File: config.mk
export PLATFORM = sky130hd
export DESIGN_NAME = rr_arb10
export DESIGN_NICKNAME = d
export VERILOG_FILES = /design/src/rtl/rr_arb10_pkg.sv /design/src/rtl/rr_arb10_mux10.sv /design/src/rtl/rr_arb10.sv
export SDC_FILE = /design/constraint.sdc
export NUM_CORES = 1
export LEC_CHECK = 0
export CORE_MARGIN = 3
export CORE_UTILIZATION = 56
export CTS_CLUSTER_SIZE = 40
export DETAILED_ROUTE_END_ITERATION = 8
export GPL_TIMING_DRIVEN = 0
export PLACE_DENSITY_LB_ADDON = 0.25
export SLEW_MARGIN = 0
export SYNTH_ARGS = -nofsm -noshare
export SYNTH_HDL_FRONTEND = slang
export SYNTH_SLANG_ARGS = --single-unit
File: constraint.sdc
create_clock -name clk -period 7.85 [get_ports clk]
set_input_delay 1.1775 -clock clk [delete_from_list [all_inputs] [get_ports clk]]
set_output_delay 1.1775 -clock clk [all_outputs]
set_load 0.02 [all_outputs]
File: src/rtl/rr_arb10_pkg.sv
// Shared constants, state type and index helpers
// for the 10-way round-robin arbiter.
package rr_arb10_pkg;

  localparam int N_REQ = 10;
  localparam int SEL_W = 4;

  typedef enum logic {
    IDLE = 1'b0,
    FULL = 1'b1
  } state_t;

  function automatic logic [SEL_W-1:0] ptr_inc(
    input logic [SEL_W-1:0] p
  );
    return (p == SEL_W'(N_REQ - 1)) ? '0 : p + 1'b1;
  endfunction

  // Lowest circular offset from ptr wins, so scan
  // offsets high to low and let the last hit stand.
  function automatic logic [SEL_W-1:0] rr_pick(
    input logic [N_REQ-1:0] req,
    input logic [SEL_W-1:0] ptr
  );
    logic [SEL_W:0]   j;
    logic [SEL_W-1:0] k;
    k = '0;
    for (int i = N_REQ - 1; i >= 0; i--) begin
      j = {1'b0, ptr} + (SEL_W + 1)'(i);
      if (j >= (SEL_W + 1)'(N_REQ))
        j = j - (SEL_W + 1)'(N_REQ);
      if (req[j[SEL_W-1:0]])
        k = j[SEL_W-1:0];
    end
    return k;
  endfunction

endpackage

File: src/rtl/rr_arb10_mux10.sv
// 10:1 W-bit data selector.
// Out-of-range selects yield zero.
module mux10
  import rr_arb10_pkg::*;
#(
  parameter int W = 8
) (
  input  logic [W-1:0]     d0,
  input  logic [W-1:0]     d1,
  input  logic [W-1:0]     d2,
  input  logic [W-1:0]     d3,
  input  logic [W-1:0]     d4,
  input  logic [W-1:0]     d5,
  input  logic [W-1:0]     d6,
  input  logic [W-1:0]     d7,
  input  logic [W-1:0]     d8,
  input  logic [W-1:0]     d9,
  input  logic [SEL_W-1:0] sel,
  output logic [W-1:0]     y
);

  always_comb begin
    y = '0;
    unique case (sel)
      4'd0:    y = d0;
      4'd1:    y = d1;
      4'd2:    y = d2;
      4'd3:    y = d3;
      4'd4:    y = d4;
      4'd5:    y = d5;
      4'd6:    y = d6;
      4'd7:    y = d7;
      4'd8:    y = d8;
      4'd9:    y = d9;
      default: y = '0;
    endcase
  end

endmodule

File: src/rtl/rr_arb10.sv
// Round-robin arbiter: 10 requesters into one
// registered output slot with valid/ready.
module rr_arb10
  import rr_arb10_pkg::*;
#(
  parameter int W = 8
) (
  input  logic             clk,
  input  logic             rst,
  input  logic [N_REQ-1:0] REQ,
  input  logic [W-1:0]     I0,
  input  logic [W-1:0]     I1,
  input  logic [W-1:0]     I2,
  input  logic [W-1:0]     I3,
  input  logic [W-1:0]     I4,
  input  logic [W-1:0]     I5,
  input  logic [W-1:0]     I6,
  input  logic [W-1:0]     I7,
  input  logic [W-1:0]     I8,
  input  logic [W-1:0]     I9,
  output logic [N_REQ-1:0] GNT,
  output logic [W-1:0]     Z,
  output logic             Z_VALID,
  input  logic             Z_READY,
  output logic [SEL_W-1:0] S
);

  state_t           state;
  logic [SEL_W-1:0] ptr;
  logic [SEL_W-1:0] k;
  logic [W-1:0]     sel_d;
  logic             slot_free;
  logic             grant;

  assign k         = rr_pick(REQ, ptr);
  assign slot_free = (state == IDLE) || Z_READY;
  assign grant     = !rst && slot_free && |REQ;
  assign GNT       = grant ? (N_REQ'(1) << k) : '0;
  assign Z_VALID   = (state == FULL);

  mux10 #(.W(W)) u_mux (
    .d0  (I0),
    .d1  (I1),
    .d2  (I2),
    .d3  (I3),
    .d4  (I4),
    .d5  (I5),
    .d6  (I6),
    .d7  (I7),
    .d8  (I8),
    .d9  (I9),
    .sel (k),
    .y   (sel_d)
  );

  always_ff @(posedge clk) begin
    if (rst) begin
      state <= IDLE;
      Z     <= '0;
      S     <= '0;
      ptr   <= '0;
    end else if (grant) begin
      state <= FULL;
      Z     <= sel_d;
      S     <= k;
      ptr   <= ptr_inc(k);
    end else if (state == FULL && Z_READY) begin
      state <= IDLE;
    end
  end

endmodule

-- After elaboration in Yosys (flattened, before gate mapping)
Cells that the tools add are included.
- register bits: 17
- latch bits: 0
- RAM bits: 0
- memory bits (read-only): 0
- bits of input ports: 93
- output and inout port bits: 23
- word-level logic and storage cells: 108
- memories: 0
- $add $sub $neg: 20
- multiply operators: 0
- div/mod/pow operators: 0
- magnitude comparators: 20
- equality and inequality tests: 9
- shift-type cells: 1
- multiplexer cells: 45
- bitwise operators: 1
- reduce and logical (&&, ||, !) cells: 8
- operators by type and width (kind ; number):
    4-bit 2-to-1 mux ; 21
    8-bit one-hot mux with 10 select lines ; 1
    4-bit by 5-bit less-than comparator with 1-bit output, second input constant ; 10
    5-bit by 4-bit greater-or-equal comparator with 1-bit output, second input constant ; 9
    1-bit binary-select mux with 4-bit select ; 10
    4-bit subtractor, second input constant ; 10
    4-bit by 3-bit adder with 5-bit output, second input constant ; 4
    4-bit by 3-bit equality test with 1-bit output, second input constant ; 4
    1-bit 2-to-1 mux ; 12
    4-bit by 2-bit adder with 5-bit output, second input constant ; 2
    4-bit by 4-bit adder with 5-bit output, second input constant ; 2
    10-bit 2-to-1 mux ; 1
    10-bit OR reduction ; 1
    1-bit by 4-bit left shift with 10-bit output, first input constant ; 1
    4-bit by 2-bit equality test with 1-bit output, second input constant ; 2
    4-bit equality test, second input constant ; 2
    4-bit by 1-bit adder with 5-bit output, second input constant ; 1
    4-bit by 1-bit adder with 4-bit output, second input constant ; 1
    4-bit by 1-bit equality test with 1-bit output, second input constant ; 1
    4-bit greater-or-equal comparator, second input constant ; 1
    4-bit zero test ; 1
    1-bit logical AND ; 3
    2-bit nonzero test ; 1
    1-bit zero test ; 1
    2 further kinds ; 2

-- Depth between registers and ports, before layout
Gate-level depths: netlist of run 1.
- depth after elaboration: 17
- mapped depth: 24
- depth with buffers taken out: 17

-- By module
A second synthesis of run 1 with hierarchy kept.
- cells, all modules: 592
- area, all modules: 4631.9 um^2
- by module, submodules not included (module ; instances ; cells each ; area each (um^2) ; seq. area each (um^2)):
    rr_arb10 ; 1 ; 487 ; 3821.2 ; 340.3
    mux10 ; 1 ; 105 ; 810.8 ; 0.0

-- Worst setup path after synthesis of run 1
Ideal clock, no wire load.
- path kind: register -> output
- from: register ptr[0]
- to: output port GNT[1]
- data arrival time: 4.842 ns
- required time: 6.673 ns
- path slack: 1.831 ns
- stages on the path, launching flop included: 21
- buffers on the path: 6
- cell sequence: dfxtp_1 > buf_6 > inv_2 > clkbuf_1 > ha_1 > buf_4 > buf_2 > inv_2 > ha_1 > clkbuf_1 > o221ai_1 > nand2_1 > mux2_4 > o31a_1 > mux2_1 > a221o_1 > a31o_2 > buf_2 > nor2_1 > nand2_1 > nor3_1
- word-level cells in the longest chain between the ends: 17
- elaborated cells between the ends (all ways): 71
- classes of those cells: add/sub (19); order compare (10); shift (1); mux (41)
- ends and longest elaborated chain (what ; line ; source):
    start, declared ; rr_arb10.sv:29 ; logic [SEL_W-1:0] ptr;
    start signal, assigned ; rr_arb10.sv:66 ; ptr <= ptr_inc(k);
    4-bit by 4-bit adder with 5-bit output ; rr_arb10_pkg.sv:29 ; j = {1'b0, ptr} + (SEL_W + 1)'(i);
    4-bit subtractor / 5-bit by 4-bit greater-or-equal comparator with 1-bit output (equally long branches) ; rr_arb10_pkg.sv:31, rr_arb10_pkg.sv:30 ;
    4-bit 2-to-1 mux ; rr_arb10_pkg.sv:30 ; if (j >= (SEL_W + 1)'(N_REQ))
    1-bit binary-select mux with 4-bit select ; rr_arb10_pkg.sv:32 ; if (req[j[SEL_W-1:0]])
    1-bit 2-to-1 mux (not written as such) ; rr_arb10_pkg.sv:32 ;
    4-bit 2-to-1 mux (9 in series) ; rr_arb10_pkg.sv:32 ;
    4-bit 2-to-1 mux * ; rr_arb10_pkg.sv:32 ;
    1-bit by 4-bit left shift with 10-bit output * ; rr_arb10.sv:38 ; assign GNT = grant ? (N_REQ'(1) << k) : '0;
    10-bit 2-to-1 mux * ; rr_arb10.sv:38 ;
    end, declared ; rr_arb10.sv:21 ; output logic [N_REQ-1:0] GNT,
Mark *: on every way between the ends. The rest lies on a longest branch, timed or not. The select of a mux whose other input is x is not followed.

-- Final worst setup path of run 1
- from: register ptr[2]
- to: output port GNT[6]
The elaborated chain is that of the path after synthesis.

==> impl_metrics.tcl, run 1 <==
set metrics [dict create \
    run_status "complete, no violations" \
    met3_usage_pct 7.97 \
    io_pins 116 \
    maxCapViolCount 0 \
    final_nets 835 \
    grtUsageMet2_pct 59.9 \
    fraction_of_final_layout_cells_sized_beyond_drive_strength_1_pct 13.3 \
    seqCellArea_um2 342 \
    port_buffers 114 \
    antenna-diode-count 0 \
    cts_tree "yes" \
    cp_max_fo 11 \
    vias_in_the_first_global_route 5452 \
    final-setup-viol-count 0 \
    htree_num_levels 1 \
    multi_input_combinational_cell_area_um2 4040 \
    timing.final.crit_share_pct 97.2 \
    core_area_um2 7890 \
    layout.cells.most_common_list "114 x clkdlybuf4s50_1, 56 x nand2_1, 53 x nor2_1" \
    mappedNetlistNets 716 \
    worst_slew_pin_slew_ns 1.38 \
    dr.first_iter.drc_count 665 \
    worst_clock_skew_ns 0.00533 \
    hold_class "reg -> reg" \
    std_cell_rows 32 \
    drt-wirelength-per-cell_um 23.0 \
    max-clock-path-buffers 2 \
    die_area_um2 9420 \
    initial_antenna_violation_count 0 \
    ctsResizeCount 0 \
    synth_async_sr_flop_share_pct 0 \
    path_class "reg -> out" \
    average_via_count_per_standard_cell 7.05 \
    timing.setup.tns_ns 0 \
    slew_headroom_pct 7.11 \
    ys.flop_type "dfxtp_1" \
    syn_to_final_growth_pct 28.6 \
    postRouteWirelength_mm 18.8 \
    synth_edf_count 0 \
    grt_overflow_total 0 \
    worstPathArrival_ns 6.46 \
    finalHoldViolCount 0 \
    cp-end-kind "primary output" \
    cts.sink_count 17 \
    syn_area_per_cell_um2 7.77 \
    netlist_area_pre_place_um2 4650 \
    initial_core_util_pct 58.9 \
    drc 0 \
    cts.clk_slew.worst_paths_ns 0.08 \
    ctsHoldBuffers 0 \
    register_bit_count_reported_by_yosys 17 \
    total_clock_buffers_created_by_cts 3 \
    busiest_layer "met2" \
    grt_start_max_net_pins 12 \
    postCtsSetupRepairBufs 0 \
    drtAntennaViolNets 0 \
    final-max-slew-violation-count 0 \
    yosys.cell_types.count 99 \
    worst_skew_pair.late_latency_ns 0.27 \
    first_pass_grt_wire_length_mm 29.3 \
    grt_use_met1_pct 51.9 \
    cp-start-kind "flop" \
    rsz0062_at_grt "no" \
    fillerInstances 609 \
    gp_routability_congestion 1.04 \
    hpwl_mm 14.8 \
    aggregate_global_route_resource_usage_pct 38.2 \
    number_of_warning_messages_in_the_yosys_log 0 \
    chipWidth_um 97.1 \
    dr.pass1.iters 6 \
    via_count 5764 \
    yosysSeqAreaShare_pct 7.33 \
    worst-endpoint-required_ns 6.67 \
    clock.fmax_ghz 0.131 \
    die_ht_um 97.1 \
    period_minus_slack_ns 7.63 \
    commonest_non_fill_non_tap_cell_in_the_layout "clkdlybuf4s50_1" \
    synth_cells 598 \
    clock_tree.root_cell "clkbuf_8" \
]
-- metal layers --
layer,up-vias,share of wire (%)
li1,2584,-
met1,2682,39
met2,430,45
met3,68,13
met4,0,3.8
met5,-,0
-- per-stage QoR --
step | hold WS (ns) | util (%) | setup slack [ns] | cells | instance area [µm²]
6_report | 0.484 | 75.8 | 0.216 | 818 | 5980
5_1_grt | 0.501 | 75.8 | 0.0303 | 818 | 5980
4_1_cts | 0.475 | 75.6 | 0.176 | 818 | 5960
3_5_place_dp | 0.464 | 75.0 | 0.489 | 814 | 5910
3_3_place_gp | 0.451 | 75.0 | 0.666 | 814 | 5910
2_1_floorplan | 0.519 | - | 1.83 | 598 | 4650
-- path summary, 6_finish.rpt --
check | start | end | slack (ns) | cells after the start
hold reg to reg | S[2] | S[2] | 0.48 | 2
setup reg to reg | ptr[2] | Z[6] | 1.80 | 18
setup / recovery | ptr[2] | GNT[6] | 0.22 | 17
hold / removal | S[2] | S[2] | 0.48 | 2
-- kinds of logic (layout without fill, tap and decap cells) --
logic type	Yosys count	in the layout	synth area share, %
simple gates	229	229	25.9
compound gates	194	194	33.1
mux	64	64	17.9
buf+inv	56	174	5.95
fa+ha+maj	25	25	6.89
flops	17	17	7.33
xor+xnor	13	13	2.94
-- worst max-delay path, stage by stage (launching register included) --
cell             delay (ns)
dfxtp_1                0.78
buf_4                  0.33
buf_2                  0.32
inv_2                  0.15
ha_1                   0.30
clkbuf_1               0.37
clkbuf_1               0.46
nand4b_1               0.20
o211a_1                0.19
o211ai_1               0.10
o41a_1                 0.26
nand2_1                0.20
nor3_2                 0.33
a221oi_2               0.13
a221oi_1               0.72
nand2_1                0.38
nor3_1                 0.30
clkdlybuf4s50_1        0.64
-- synthesized netlist by cell type, drive strengths merged (3+ instances only) --
cell type / n / area [µm²]
a32oi: 3 / 33.8
o2bb2ai: 3 / 26.3
nand2b: 15 / 93.8
o41ai: 3 / 33.8
o22ai: 3 / 18.8
and3: 7 / 43.8
mux2: 24 / 282
a221oi: 21 / 190
clkbuf: 13 / 48.8
nand3b: 7 / 52.6
buf: 23 / 153
and2: 6 / 37.5
a22oi: 7 / 66.3
dfxtp: 17 / 340
or4: 5 / 37.5
mux2i: 28 / 280
nor2b: 13 / 81.3
a221o: 7 / 71.3
nand2: 56 / 210
a31oi: 8 / 50.1
a31o: 3 / 26.3
and3b: 5 / 43.8
nand3: 16 / 80.1
xnor2: 11 / 111
a22o: 4 / 35.0
nor3: 18 / 106
nor4: 5 / 31.3
a2111oi: 4 / 41.3
a21boi: 6 / 45.0
a211oi: 7 / 57.6
o21ai: 24 / 124
a21oi: 30 / 161
o221ai: 3 / 26.3
nor3b: 3 / 22.5
inv: 20 / 75.1
o211ai: 8 / 60.1
or3: 4 / 25.0
a21o: 6 / 45.0
nor2: 57 / 238
ha: 24 / 300
a211o: 3 / 26.3
or2: 3 / 18.8
a311oi: 12 / 123
mux4: 12 / 270
-- cell type report --
| cell class | instances | area share, % |
|---|---|---|
| buffer | 36 | 3.39 |
| tap | 102 | 2.14 |
| sequential | 17 | 5.72 |
| clock inverter | 1 | 0.0838 |
| multi-input combinational | 525 | 67.6 |
| inverter | 20 | 1.26 |
| clock buffer | 3 | 0.691 |
| timing repair buffer | 114 | 19.1 |
-- registers in the layout, indices dropped and copies added, names as in the netlist --
| register | count |
|---|---|
| ptr | 4 |
| Z | 8 |
| S | 4 |
| Z_VALID | 1 |
Power of run 1 is not shown: default switching activity piles up to over one toggle a cycle in this logic, so the estimate is an artifact.
==> run 2, diff against run 1 <==
- GPL_ROUTABILITY_DRIVEN: unset -> 0
==> run 2 against run 1 <==
  * Cell count stayed put
  * Flip-flop and latch count stayed put
  * Non-clock buffer count stayed put
  * Utilization is 0.22 points higher
  * Critical path type unchanged
==> impl_metrics.tcl, run 2 (synthesis results as in run 1) <==
set metrics [dict create \
    timing.setup.tns_ns 0 \
    worst_skew_pair.late_latency_ns 0.27 \
    grt_overflow_total 0 \
    rsz0062_at_grt "no" \
    initial_antenna_violation_count 0 \
    io_pins 116 \
    final_cell_count_no_fill 818 \
    total_clock_buffers_created_by_cts 3 \
    die_ht_um 97.1 \
    cpLargestDelayFamily "buffers and inverters" \
    initial_core_util_pct 58.9 \
    cp-end-kind "primary output" \
    dpl_cell_area_um2 5910 \
    syn_to_final_growth_pct 29.0 \
    average_via_count_per_standard_cell 7.23 \
    worst_path_max_delay_cell "dfxtp_1" \
    finalHoldViolCount 0 \
    largest-register "Z" \
    commonest_non_fill_non_tap_cell_in_the_layout "clkdlybuf4s50_1" \
    die_area_um2 9420 \
    aggregate_global_route_resource_usage_pct 37.0 \
    drc 0 \
    core_area_um2 7890 \
    worst_clock_skew_ns 0.0111 \
    postCtsSetupRepairBufs 0 \
    final_nets 835 \
    antenna-diode-count 0 \
    clock_tree.root_cell "clkbuf_8" \
    grt_use_met1_pct 47.2 \
    htree_num_levels 1 \
    dr.first_iter.drc_count 920 \
    seqCellArea_um2 342 \
    worstPathArrival_ns 6.38 \
    cp_max_fo 11 \
    drtAntennaViolNets 0 \
    design_area_um2 5990 \
    worst-endpoint-required_ns 6.67 \
    place.detailed.instances 814 \
    run_status "complete, no violations" \
    cp-start-kind "flop" \
    final-setup-viol-count 0 \
    busiest_layer "met2" \
    slew_headroom_pct 5.33 \
    period_minus_slack_ns 7.56 \
    max-clock-path-buffers 2 \
    final-max-slew-violation-count 0 \
    hold_class "reg -> reg" \
    path_class "reg -> out" \
    first_pass_grt_wire_length_mm 28.6 \
    largest_reg_flops 8 \
    timing.final.crit_share_pct 96.3 \
    layout.cells.most_common_list "114 x clkdlybuf4s50_1, 56 x nand2_1, 53 x nor2_1" \
    cts.sink_count 17 \
    multi_input_combinational_cell_area_um2 4060 \
    vias_in_the_first_global_route 5562 \
    fillerInstances 611 \
    clock.fmax_ghz 0.132 \
    cts_tree "yes" \
    critPathBufInv 8 \
    crit_path_max_incr_delay_ns 0.75 \
    crit_path_cell_trace "buf_4 -> buf_2 -> inv_2 -> ha_1 -> clkbuf_1 -> clkbuf_1 -> nand4b_1 -> o211a_1 -> o211ai_1 -> o41a_1 -> nand2_1 -> nor3_2 -> a221oi_2 -> a221o_2 -> nor2_8 -> buf_6 -> buf_6 -> nand2_1 -> nor2_1 -> clkdlybuf4s50_1" \
    via_count 5911 \
    chipWidth_um 97.1 \
    postRouteWirelength_mm 18.6 \
    cts.clk_slew.worst_paths_ns 0.07 \
    port_buffers 114 \
    drt-wirelength-per-cell_um 22.7 \
    biggestRegsByFlops "Z (8), S (4), ptr (4)" \
    maxCapViolCount 0 \
    grtUsageMet2_pct 60.1 \
    worst_slew_pin_slew_ns 1.41 \
    std_cell_rows 32 \
    dr.pass1.iters 7 \
    fraction_of_final_layout_cells_sized_beyond_drive_strength_1_pct 13.5 \
    met3_usage_pct 9.12 \
    hpwl_mm 14.3 \
    grt_start_max_net_pins 12 \
]
[run 2: cell counts in the layout (fill, tap and decap cells not counted)]
No cell type changed its count.
[run 2: through the flow]
stage,worst slack [ns],util [%],hold slack (ns)
after floorplan,1.83,-,0.519
after global placement,0.624,75.0,0.450
after detailed placement,0.488,75.0,0.452
after CTS,0.212,75.6,0.462
after global routing,0.131,76.0,0.468
final,0.290,76.0,0.470
[run 2: cell type report]
class | instances | area share (%)
multi-input combinational | 525 | 67.7
timing repair buffer | 114 | 19.0
sequential | 17 | 5.70
buffer | 36 | 3.38
tap | 102 | 2.13
inverter | 20 | 1.25
clock buffer | 3 | 0.689
clock inverter | 1 | 0.0835
[run 2: worst reg2reg max path, stage by stage (launching register included)]
cell and delay (ns):
dfxtp_2 0.49, buf_2 0.28, inv_1 0.30, ha_1 0.46, buf_4 0.23, buf_2 0.31
inv_2 0.19, ha_1 0.22, clkbuf_1 0.19, a21oi_1 0.31, a311oi_4 0.08, xnor2_2 0.30
mux4_2 0.35, o221a_1 0.29, a21o_1 0.23, a22oi_4 0.24, o2bb2ai_1 0.23, a221oi_1 0.60
o21ai_0 0.18, a311oi_1 0.34, a311oi_1 0.13
[run 2: what timing repair did]
action,in CTS,in global routing
endpoints found under the setup margin,0,9
resized for setup,0,9
hold buffers,0,0
[run 2: path summary, 6_finish.rpt]
path                from     end  slack (ns)  depth (start not counted)
setup reg to reg  ptr[1]    Z[3]        1.76                         20
setup / recovery  ptr[2]  GNT[2]        0.29                         20
hold / removal      S[2]    S[2]        0.47                          2
hold reg to reg     S[2]    S[2]        0.47                          2
[run 2: routing by layer]
metal | wire, µm | up-vias | share of wire (%)
met5 | 0 | - | 0
met3 | 2530 | 92 | 14
li1 | - | 2589 | -
met4 | 753 | 0 | 4.1
met2 | 8450 | 484 | 46
met1 | 6810 | 2746 | 37
Power of run 2 is left out for the same reason.
==> patch: new RTL, settings of run 2 <==
`W` is set to 8 in 2 places; all go to 6.
--- a/src/rtl/rr_arb10_mux10.sv
+++ b/src/rtl/rr_arb10_mux10.sv
@@ -3,7 +3,7 @@
 module mux10
   import rr_arb10_pkg::*;
 #(
-  parameter int W = 8
+  parameter int W = 6
 ) (
   input  logic [W-1:0]     d0,
   input  logic [W-1:0]     d1,
--- a/src/rtl/rr_arb10.sv
+++ b/src/rtl/rr_arb10.sv
@@ -3,7 +3,7 @@
 module rr_arb10
   import rr_arb10_pkg::*;
 #(
-  parameter int W = 8
+  parameter int W = 6
 ) (
   input  logic             clk,
   input  logic             rst,
Ports: changed (11 resized); port bits go from 116 to 94. No check against the original RTL was run, so the function may have changed too.
==> patch against run 2 <==
  * Critical path depth rose by 1
  * Routed wire length shrank 10%
  * Clock skew decreased by 1.7 ps
  * Sequential cell count decreased by 2
  * Synthesized cell count decreased by 1.5%
  * Highest routed layer unchanged
  * Worst setup slack better by 110 ps
  * Design area shrank 7.5%
  * Area after synthesis fell by 4.4%
==> patch: results <==
[placement]
port_buffers = 91
placed_cell_area_sq_um = 5480
dp_slack_ps = -510
hpwl_um = 13100

[power]
power_switching_uw = 1690
power_uw = 3000

[timing]
fin_hold_ws_ps = 495
clock_skew_ps = 9.38
timing.final.ws_setup_ps = 404
slew_headroom_pct = 51.7

[detailed_routing]
vias_per_cell = 6.89
drtIter0Drc = 740
wl_met2_um = 7780
route.met3.wl_um = 2220
met1_length_um = 6110
wirelength_um = 16700

[min_path]
hold-path-endpoint = "S[1]"

[cells_and_area]
layout-drive-gt1-share_pct = 10.4
stdcell_count = 781
fill_cells = 589
reg.largest.list = "Z: 6 flops, S: 4 flops, ptr: 4 flops"

[critical_path]
r2r_slack_ps = 2030
critPathMaxFanout = 17
r2r-end = "Z[1]"
worst_path_max_delay_cell = "or4_1"
arrival_ps = 6270
reg2reg_from = "ptr[0]"

[synthesis]
ys_seq_area_share_pct = 6.76
synth_common_cells = "nor2_1, mux2i_1, nand2_1"
syn_avg_cell_area_sq_um = 7.54
synth_cell_type_count = 83
synth_fp_nets = 687
synthArstFlopShare_pct = 0

[grt]
grt_pass1_vias = 5151
use_met2_pct = 59.3
grt_pass1_wl_um = 25800
grt_use_met3_pct = 9.31
grt_util_met1_pct = 46.3
grt_max_degree = 19
grt_usage_pct = 36.2

[run_status]
outcome = "finished clean"
patch: cell count changes after synthesis, moves of 5 or more:
cell / run 2 / this run
o221ai_1: 3 / 8
a21o_1: 6 / 11
nand2_1: 56 / 42
a221oi_1: 20 / 3
mux2i_1: 28 / 53
a311oi_1: 11 / 2
clkbuf_1: 13 / 18
nor3_1: 16 / 8
o21ai_0: 16 / 21
o21ai_1: 7 / 2
o31a_1: 2 / 8
o22ai_1: 3 / 11
o211ai_1: 8 / 17
patch: logic make-up after synthesis:
family	after synthesis	share of synthesized area (%)
fa+ha+maj	25	7.21
buf+inv	58	5.86
flops	15	6.76
compound gates	188	31.2
mux	81	21.6
simple gates	206	24.2
xor+xnor	16	3.15
patch: critical path: cells and delay by family (launching register included):
family          cells  cell delay, ps
simple gates        5            1290
buf+inv             9            2220
compound gates      4            1270
fa+ha+maj           3             780
flops               1             450
patch: area by class of cell:
cell class / instances / area (sq um) / area share [%]
Timing Repair Buffer: 92 / 918 / 16.6
Tap cell: 99 / 124 / 2.24
Clock inverter: 1 / 7.51 / 0.135
Inverter: 17 / 70.1 / 1.26
Clock buffer: 3 / 41.3 / 0.745
Sequential cell: 15 / 300 / 5.42
Multi-Input combinational cell: 516 / 3890 / 70.2
Buffer: 38 / 188 / 3.39
patch: timing repair:
action	CTS	global route
buffers inserted	1	0
gates resized for setup	3	3
pin swaps	0	0
endpoints found under the setup margin	10	6
patch: worst max path at each step:
stage                   to  slack, ps    from  cells after the start
floorplan           GNT[7]       1260  ptr[1]                     22
global placement    GNT[2]       -420  ptr[1]                     21
detailed placement  GNT[2]       -510  ptr[1]                     21
CTS                 GNT[7]        300  ptr[1]                     20
global route        GNT[2]        150  ptr[0]                     20
finish              GNT[7]        400  ptr[0]                     21
